`src/rtl/e203_wfi_pkg.sv`:
```
// rtl/e203_wfi_pkg.sv - shared state encoding and defaults for the WFI sleep controller
//
// Purpose : state encoding of the WFI sequencing FSM and default parameter values.
// Contents: wfi_state_e (WFI_RUN/WFI_DRAIN/WFI_SLEEP/WFI_WAKE), WAKE_DLY_DEFAULT, CNT_W_DEFAULT.
package e203_wfi_pkg;

  typedef enum logic [1:0] {
    WFI_RUN   = 2'b00,
    WFI_DRAIN = 2'b01,
    WFI_SLEEP = 2'b10,
    WFI_WAKE  = 2'b11
  } wfi_state_e;

  localparam int WAKE_DLY_DEFAULT = 2;
  localparam int CNT_W_DEFAULT    = 4;

endpackage

```
`src/rtl/e203_wfi_dly_cnt.sv`:
```
// rtl/e203_wfi_dly_cnt.sv - load/decrement/zero-detect counter for the post-wake settle delay
//
// Purpose : holds the number of remaining WAKE cycles before fetch may resume.
// Ports   : i_clk      - always-on clock
//           i_rst      - synchronous active-high reset, clears the count
//           i_load     - load i_load_val (has priority over decrement)
//           i_load_val - value loaded on i_load
//           i_dec      - decrement by one; held at zero once reached
//           o_zero     - count is zero
module e203_wfi_dly_cnt
  import e203_wfi_pkg::*;
#(
  parameter int CNT_W = CNT_W_DEFAULT
) (
  input  logic             i_clk,
  input  logic             i_rst,
  input  logic             i_load,
  input  logic [CNT_W-1:0] i_load_val,
  input  logic             i_dec,
  output logic             o_zero
);

  logic [CNT_W-1:0] r_cnt;

  always_ff @(posedge i_clk) begin
    if (i_rst) begin
      r_cnt <= '0;
    end else if (i_load) begin
      r_cnt <= i_load_val;
    end else if (i_dec && (r_cnt != '0)) begin
      r_cnt <= r_cnt - 1'b1;
    end
  end

  assign o_zero = (r_cnt == '0);

endmodule

```
`src/rtl/e203_wfi_ctrl.sv`:
```
// rtl/e203_wfi_ctrl.sv - WFI sleep entry/exit sequencer in front of the clock controller
//
// Purpose : halts IFU fetch on a committed WFI, waits for the pipeline to drain, raises
//           core_wfi (IFU clock gate), and on wake releases core_wfi then holds fetch for
//           WAKE_DLY+1 cycles before resuming with a one-cycle wfi_wake pulse.
// Optional: E203_WFI_SLEEP_CNT_EN adds i_sleep_cnt_clr / o_sleep_cycles (saturating
//           count of cycles spent in SLEEP).
// Ports   : i_clk, i_rst (sync, active-high)
//           i_wfi_req      - WFI commit pulse
//           i_dbg_mode     - debug mode, WFI becomes a NOP
//           i_wake_irq     - pending enabled interrupt (level)
//           i_dbg_irq      - debug halt request (level)
//           i_ifu_halt_ack - IFU has stopped fetching
//           i_pipe_idle    - no outstanding pipeline/bus work
//           o_ifu_halt_req - ask IFU to stop fetching
//           o_core_wfi     - gates the IFU clock
//           o_wfi_wake     - pulse when fetch resumes
//           o_wfi_state    - current FSM state
module e203_wfi_ctrl
  import e203_wfi_pkg::*;
#(
  parameter int WAKE_DLY = WAKE_DLY_DEFAULT,
  parameter int CNT_W    = CNT_W_DEFAULT
) (
  input  logic        i_clk,
  input  logic        i_rst,
  input  logic        i_wfi_req,
  input  logic        i_dbg_mode,
  input  logic        i_wake_irq,
  input  logic        i_dbg_irq,
  input  logic        i_ifu_halt_ack,
  input  logic        i_pipe_idle,
`ifdef E203_WFI_SLEEP_CNT_EN
  input  logic        i_sleep_cnt_clr,
  output logic [31:0] o_sleep_cycles,
`endif
  output logic        o_ifu_halt_req,
  output logic        o_core_wfi,
  output logic        o_wfi_wake,
  output logic [1:0]  o_wfi_state
);

  localparam logic [CNT_W-1:0] LP_WAKE_DLY = CNT_W'(WAKE_DLY);

  wfi_state_e r_state;
  wfi_state_e w_nxt;
  logic       w_wake;
  logic       w_cnt_load;
  logic       w_cnt_dec;
  logic       w_cnt_zero;
  logic       r_ifu_halt_req;
  logic       r_core_wfi;
  logic       r_wfi_wake;

  assign w_wake = i_wake_irq | i_dbg_irq;

  always_ff @(posedge i_clk) begin
    if (i_rst) begin
      r_state <= WFI_RUN;
    end else begin
      r_state <= w_nxt;
    end
  end

  always_comb begin
    w_nxt = r_state;
    unique case (r_state)
      WFI_RUN: begin
        if (i_wfi_req && !i_dbg_mode) w_nxt = WFI_DRAIN;
      end
      WFI_DRAIN: begin
        // A pending wake turns the WFI into a NOP before the clock is ever gated.
        if (w_wake)                             w_nxt = WFI_WAKE;
        else if (i_ifu_halt_ack && i_pipe_idle) w_nxt = WFI_SLEEP;
      end
      WFI_SLEEP: begin
        if (w_wake) w_nxt = WFI_WAKE;
      end
      WFI_WAKE: begin
        // Once started, the settle sequence runs to completion regardless of wake level.
        if (w_cnt_zero) w_nxt = WFI_RUN;
      end
      default: w_nxt = WFI_RUN;
    endcase
  end

  assign w_cnt_load = (w_nxt == WFI_WAKE) && (r_state != WFI_WAKE);
  assign w_cnt_dec  = (r_state == WFI_WAKE);

  e203_wfi_dly_cnt #(
    .CNT_W (CNT_W)
  ) u_dly_cnt (
    .i_clk      (i_clk),
    .i_rst      (i_rst),
    .i_load     (w_cnt_load),
    .i_load_val (LP_WAKE_DLY),
    .i_dec      (w_cnt_dec),
    .o_zero     (w_cnt_zero)
  );

  // Outputs come straight from flops computed off the next state, so the clock
  // controller never sees decode glitches.
  always_ff @(posedge i_clk) begin
    if (i_rst) begin
      r_ifu_halt_req <= 1'b0;
      r_core_wfi     <= 1'b0;
      r_wfi_wake     <= 1'b0;
    end else begin
      r_ifu_halt_req <= (w_nxt != WFI_RUN);
      r_core_wfi     <= (w_nxt == WFI_SLEEP);
      r_wfi_wake     <= (r_state == WFI_WAKE) && (w_nxt == WFI_RUN);
    end
  end

  assign o_ifu_halt_req = r_ifu_halt_req;
  assign o_core_wfi     = r_core_wfi;
  assign o_wfi_wake     = r_wfi_wake;
  assign o_wfi_state    = r_state;

`ifdef E203_WFI_SLEEP_CNT_EN
  logic [31:0] r_sleep_cycles;

  always_ff @(posedge i_clk) begin
    if (i_rst || i_sleep_cnt_clr) begin
      r_sleep_cycles <= '0;
    end else if ((r_state == WFI_SLEEP) && (r_sleep_cycles != 32'hFFFF_FFFF)) begin
      r_sleep_cycles <= r_sleep_cycles + 32'd1;
    end
  end

  assign o_sleep_cycles = r_sleep_cycles;
`endif

endmodule

```
`config.mk`:
```
export PLATFORM = sky130hd
export DESIGN_NAME = e203_wfi_ctrl
export DESIGN_NICKNAME = d
export VERILOG_FILES = /design/src/rtl/e203_wfi_pkg.sv /design/src/rtl/e203_wfi_dly_cnt.sv /design/src/rtl/e203_wfi_ctrl.sv
export SDC_FILE = /design/constraint.sdc
export NUM_CORES = 1
export LEC_CHECK = 0
export CORE_AREA = 2 2 39 41
export CTS_CLUSTER_SIZE = 16
export DETAILED_ROUTE_END_ITERATION = 16
export DIE_AREA = 0 0 41 43
export GPL_TIMING_DRIVEN = 1
export SYNTH_ARGS = -nofsm -noshare
export SYNTH_HDL_FRONTEND = slang
export SYNTH_SLANG_ARGS = --single-unit
```
`constraint.sdc`:
```
create_clock -name i_clk -period 1.32 [get_ports i_clk]
set_input_delay 0.264 -clock i_clk [delete_from_list [all_inputs] [get_ports i_clk]]
set_output_delay 0.264 -clock i_clk [all_outputs]
set_load 0.1 [all_outputs]
```
==> results of run 1 <==
per-stage QoR:
stage	TNS (ns)	worst slack, ns	power (mW)
global route	-0.123	-0.0695	0.976
detailed placement	-0.429	-0.121	0.663
global placement	-0.274	-0.0887	0.659
floorplan	0	0.00201	0.529
CTS	-0.0318	-0.0211	0.914
finish	-0.0460	-0.0460	0.932
path summary, 6_finish.rpt:
path                              startpoint                               to  slack [ns]  cells after the start
max          u_dly_cnt.r_cnt[1]$_SDFFE_PP0P_  u_dly_cnt.r_cnt[3]$_SDFFE_PP0P_       -0.05                      4
min          u_dly_cnt.r_cnt[0]$_SDFFE_PP0P_  u_dly_cnt.r_cnt[0]$_SDFFE_PP0P_        0.53                      2
max reg2reg  u_dly_cnt.r_cnt[1]$_SDFFE_PP0P_  u_dly_cnt.r_cnt[3]$_SDFFE_PP0P_       -0.05                      4
min reg2reg  u_dly_cnt.r_cnt[0]$_SDFFE_PP0P_  u_dly_cnt.r_cnt[0]$_SDFFE_PP0P_        0.53                      2
critical path, cell delays in order (launching register included):
cell     delay [ns]
dfxtp_2        0.33
buf_6          0.11
or3_4          0.32
or4_1          0.40
a21oi_1        0.13
layout make-up:
type,count,area (sq um),area share
repair buffers,21,241,0.304
flip-flops and latches,9,190,0.240
multi-input cells,39,308,0.388
well taps,16,20.0,0.0252
clock buffers,4,26.3,0.0331
inverters,2,7.51,0.00946
metal layers:
metal  routed length [microns]  vias to the layer above  global-route usage
li1                          -                      239                   -
met1                       489                      213               0.126
met2                       648                       10               0.250
met3                        49                        2              0.0785
met4                        23                        0               0.120
met5                         0                        -                   0
power by group through the flow:
stage               combinational, mW  sequential, mW  clock [mW]
global route                    0.394           0.340       0.242
CTS                             0.347           0.336       0.230
global placement                0.319           0.340           0
floorplan                      0.0886           0.440           0
detailed placement              0.323           0.340           0
finish                          0.373           0.338       0.221
flip-flops by register name (all words and copies together), names as in the netlist:
name / cells
o_wfi_wake: 1
o_ifu_halt_req: 1
u_dly_cnt.r_cnt: 4
o_wfi_state: 2
o_core_wfi: 1
cell usage in the layout, fill, tap and decap left out, drive strengths merged:
cell type / synthesis / final
a2bb2oi: 1 / 1
nor2: 3 / 3
nand2: 2 / 2
nand3: 1 / 1
a311oi: 1 / 1
or3b: 1 / 1
and4b: 1 / 1
nor2b: 3 / 3
clkdlybuf4s50: 0 / 7
or2: 2 / 2
o21ai: 2 / 2
or4: 1 / 1
dfxtp: 9 / 9
ha: 1 / 1
inv: 2 / 2
clkbuf: 0 / 4
nand4: 1 / 1
buf: 0 / 14
o21bai: 1 / 1
a211o: 2 / 2
xnor2: 1 / 1
nor4: 2 / 2
nor3b: 2 / 2
nor3: 2 / 2
or3: 3 / 3
a21oi: 6 / 6
what timing repair did:
action,in CTS,in global routing
gates resized for setup,6,6
pin swaps,2,1
gates cloned,0,0
endpoints found under the setup margin,6,5
setup buffers,2,1
cells by family (layout without fill, tap and decap cells):
kind of cell,after synthesis,count (layout),share of synthesized area
AO/OA/AOI/OAI,13,13,0.190
adder cells (fa/ha/maj),1,1,0.0287
XOR/XNOR,1,1,0.0201
AND/OR/NAND/NOR,24,24,0.330
flip-flops,9,9,0.414
buffers and inverters,2,27,0.0172
==> results by group, run 1 <==
Clocking
  • CTS H-Tree Depth: 1
  • TritonCTS clock tree: done
  • CTS Buffer Depth: 2
  • TritonCTS Sinks: 9
  • Hold_buf cts: 0
  • Root Buffer Master: clkbuf_4
  • Worst-Skew Late Latency: 0.27 ns
  • CTS Buf Count: 3
  • Clock transition at the registers of the reported paths: 0.06 ns

Yosys
  • Largest area contributor in the netlist: dfxtp_1
  • Sequential fraction of the synthesis area: 0.414
  • Ys Warns: 0
  • Register bit count reported by yosys: 9
  • Post-synthesis cell count: 50
  • Post-synth EDFFs: 0
  • Syn Nets: 59
  • Synth Area per Inst: 8.71 sq um
  • Post-Synthesis Cell Area: 435 sq um
  • Ys async rst share: 0
  • Cell with the most instances after synthesis: dfxtp_1
  • Synth top area share: 0.414
  • Ys flop type: dfxtp_1
  • Yosys cell types: 24
  • Synth area leaders: dfxtp_1 (41%), a21oi_1 (6.9%), nor2b_1 (4.3%)
  • Synth cell count leaders: dfxtp_1 (9), a21oi_1 (6), nor2_1 (3), nor2b_1 (3), or3_1 (3)

GRT
  • Pin count of the biggest net entering global routing: 9
  • Global-route wire length before repair: 1.68 mm
  • GRT Total Usage: 0.153
  • Gr ovfl total: 0
  • Vias in the first global route: 447
  • Initial antenna violation count: 0

STA
  • RSZ-0062 raised after global routing: true
  • Slew HR: 0.812
  • Worst hold margin: 0.527 ns
  • Final setup fails: 1
  • Final Max Tran Viols: 0
  • Period Utilization, post-route: 1.03
  • Final Skew: 0.00486 ns
  • Worst setup margin: -0.0460 ns
  • Peak Freq: 732 MHz
  • Worst-Margin Slew: 0.282 ns
  • Final Hold Vio Count: 0
  • Fin crit period: 1.37 ns

Power
  • Sequential Power Share: 0.362
  • Peak VDD IR: 0.470 mV
  • Gate power share: 0.401
  • Power share of the clock group: 0.237
  • P per Cell Area: 1180 nW/um^2
  • Net Sw Frac: 0.366
  • Leakage: 0.306 nW
  • P_int: 0.591 mW
  • NetSw: 0.342 mW

Drt
  • Initial DRC Count: 3
  • First drt pass iteration count: 3
  • Final wirelength: 1.21 mm
  • Via density: 5.10
  • Antenna viol nets, final: 0
  • Routed len/inst: 13.3 microns
  • Drc violations: 0
  • Vias: 464

Worst setup path
  • CP Capture Type: register
  • Critical path type: reg2reg
  • Highest net fanout along the worst path: 2
  • Worst Setup Start Kind: register
  • Crit path DAT: 1.57 ns
  • Worst path required time: 1.52 ns

Finish
  • Antenna cell count: 0
  • Final nets: 85
  • Layout Cells excl Fill: 91
  • Proportion of layout cells with a drive suffix above 1: 0.413
  • Fillers: 126
  • Final Instance Area: 793 sq um
  • Area growth syn-to-layout: 82.2%
  • Fin util: 0.573

Run
  • Max-cap violations: 0

Floorplan
  • Core Area: 1380 sq um
  • Die Area: 1760 sq um
  • # IOs: 13
  • Die Y: 43 microns
  • Initial core utilization: 0.315
  • Cell row count: 14
  • Die width: 41 microns

Placement
  • Detail Placement HPWL: 832 microns
  • DP Cell Count: 84
  • GPL Wtd Cong: 0.783
  • # port buffers: 12
  • Placed cell areas: 698 sq um

Run status
  • Failing checks: negative setup slack
  • Status: finished with violations

Hold path
  • Hold crit path type: reg2reg
No activity file was read; power rests on OpenSTA's default activity.
==> run 2, diff against run 1 <==
==> constraint.sdc (replaced) <==
create_clock -name i_clk -period 1.71 [get_ports i_clk]
set_input_delay 0.342 -clock i_clk [delete_from_list [all_inputs] [get_ports i_clk]]
set_output_delay 0.342 -clock i_clk [all_outputs]
set_load 0.1 [all_outputs]
==> results by group, run 2 (synthesis gave the netlist of run 1 again) <==
Clocking
  • Hold_buf cts: 0
  • TritonCTS clock tree: done
  • CTS H-Tree Depth: 1
  • Clock transition at the registers of the reported paths: 0.07 ns
  • Setup Buffers After CTS: 0
  • Post-CTS resize count: 0
  • Root Buffer Master: clkbuf_4
  • CTS Buffer Depth: 2
  • Worst-Skew Late Latency: 0.26 ns
  • TritonCTS Sinks: 9
  • CTS Buf Count: 3

Worst setup path
  • Highest net fanout along the worst path: 4
  • Most used cell, CP: nor3b_1
  • CP max-delay cell: nor3b_1
  • Critical-path cell list: inv_1, ha_1, nor3b_1, nor3b_1, nor4_1
  • Worst path required time: 1.88 ns
  • Largest stage delay, worst path: 0.35 ns
  • Critical path type: reg2reg
  • Worst Setup Start Kind: register
  • CP Capture Type: register
  • Crit path DAT: 1.56 ns

Floorplan
  • Die width: 41 microns
  • Cell row count: 14
  • Core Area: 1380 sq um
  • # IOs: 13
  • Initial core utilization: 0.315
  • Die Y: 43 microns
  • Die Area: 1760 sq um

STA
  • Period Utilization, post-route: 0.816
  • Slew HR: 0.756
  • Worst setup margin: 0.314 ns
  • Final Max Tran Viols: 0
  • Final Skew: 0.00710 ns
  • Final Hold Vio Count: 0
  • Final setup fails: 0
  • RSZ-0062 raised after global routing: false
  • Fin crit period: 1.40 ns
  • Worst-Margin Slew: 0.366 ns
  • Worst hold margin: 0.507 ns
  • Setup TNS: 0 ns
  • Peak Freq: 717 MHz

GRT
  • Global-route wire length before repair: 1.65 mm
  • GRT met3 Usage: 0.0314
  • Gr ovfl total: 0
  • GRT Total Usage: 0.134
  • Top Usage Layer GRT: met2
  • Met1 global-route usage: 0.180
  • GR Util met2: 0.206
  • Vias in the first global route: 405
  • Pin count of the biggest net entering global routing: 9
  • Initial antenna violation count: 0

Finish
  • Fin util: 0.473
  • Commonest cells after routing, fill and taps aside: clkdlybuf4s50_1 (7), dfxtp_1 (7), a21oi_1 (6)
  • Area growth syn-to-layout: 50.3%
  • Max FFs per register: 4
  • Antenna cell count: 0
  • Final nets: 76
  • Fillers: 142
  • Reg with most FFs: u_dly_cnt.r_cnt
  • Proportion of layout cells with a drive suffix above 1: 0.167

Drt
  • Initial DRC Count: 4
  • Antenna viol nets, final: 0
  • Vias: 418
  • Final wirelength: 948 microns
  • Drc violations: 0
  • Routed len/inst: 11.6 microns
  • Via density: 5.10
  • First drt pass iteration count: 6

Placement
  • # port buffers: 12
  • GPL Wtd Cong: 0.755
  • Dpl ws: 0.223 ns
  • Detail Placement HPWL: 738 microns

Power
  • Leakage: 0.235 nW
  • Power share of the clock group: 0.255
  • P per Cell Area: 991 nW/um^2
  • Peak VDD IR: 0.391 mV
  • P_int: 0.413 mW
  • NetSw: 0.235 mW
  • Gate power share: 0.356
  • Overall power: 0.648 mW
  • Net Sw Frac: 0.362
  • Sequential Power Share: 0.389

Run status
  • Status: finished, final reports clean

Run
  • Max-cap violations: 0

Hold path
  • Hold crit path type: reg2reg
run 2: changes by cell type in the layout (fill, tap and decap cells not counted), sizes merged:
cell	change
buf	-9
run 2: worst paths after layout:
kind | cells after the start | start | slack, ns | end
max | 5 | u_dly_cnt.r_cnt[1]$_SDFFE_PP0P_ | 0.31 | u_dly_cnt.r_cnt[1]$_SDFFE_PP0P_
min | 2 | u_dly_cnt.r_cnt[0]$_SDFFE_PP0P_ | 0.51 | u_dly_cnt.r_cnt[0]$_SDFFE_PP0P_
max reg2reg | 5 | u_dly_cnt.r_cnt[1]$_SDFFE_PP0P_ | 0.31 | u_dly_cnt.r_cnt[1]$_SDFFE_PP0P_
min reg2reg | 2 | u_dly_cnt.r_cnt[0]$_SDFFE_PP0P_ | 0.51 | u_dly_cnt.r_cnt[0]$_SDFFE_PP0P_
run 2: through the flow:
step	area [sq um]	std cells
4_1_cts	654	82
3_3_place_gp	628	78
2_1_floorplan	438	50
6_report	654	82
3_5_place_dp	628	78
5_1_grt	654	82
run 2: worst max-delay path, delay by kind of cell (launching register included):
family | cells | cell delay, ns
adder cells (fa/ha/maj) | 1 | 0.17
buffers and inverters | 1 | 0.06
flip-flops | 1 | 0.33
AND/OR/NAND/NOR | 3 | 0.74
run 2: routing by layer:
| metal | part of all wire | wire length [microns] |
|---|---|---|
| met5 | 0 | 0 |
| met4 | 0 | 0 |
| met3 | 0.043 | 41 |
| met2 | 0.48 | 452 |
| met1 | 0.48 | 455 |
run 2: power groups by stage:
stage	combinational (mW)	sequential (mW)	clock (mW)
5_1_grt	0.247	0.256	0.174
6_report	0.231	0.252	0.165
4_1_cts	0.232	0.253	0.166
2_1_floorplan	0.0639	0.333	0
3_5_place_dp	0.231	0.257	0
3_3_place_gp	0.231	0.257	0
run 2: final cells by class:
type / instances / area, sq um / share of cell area
well taps: 16 / 20.0 / 0.0306
repair buffers: 12 / 170 / 0.260
flip-flops and latches: 9 / 183 / 0.279
multi-input cells: 39 / 248 / 0.379
clock buffers: 4 / 26.3 / 0.0402
inverters: 2 / 7.51 / 0.0115
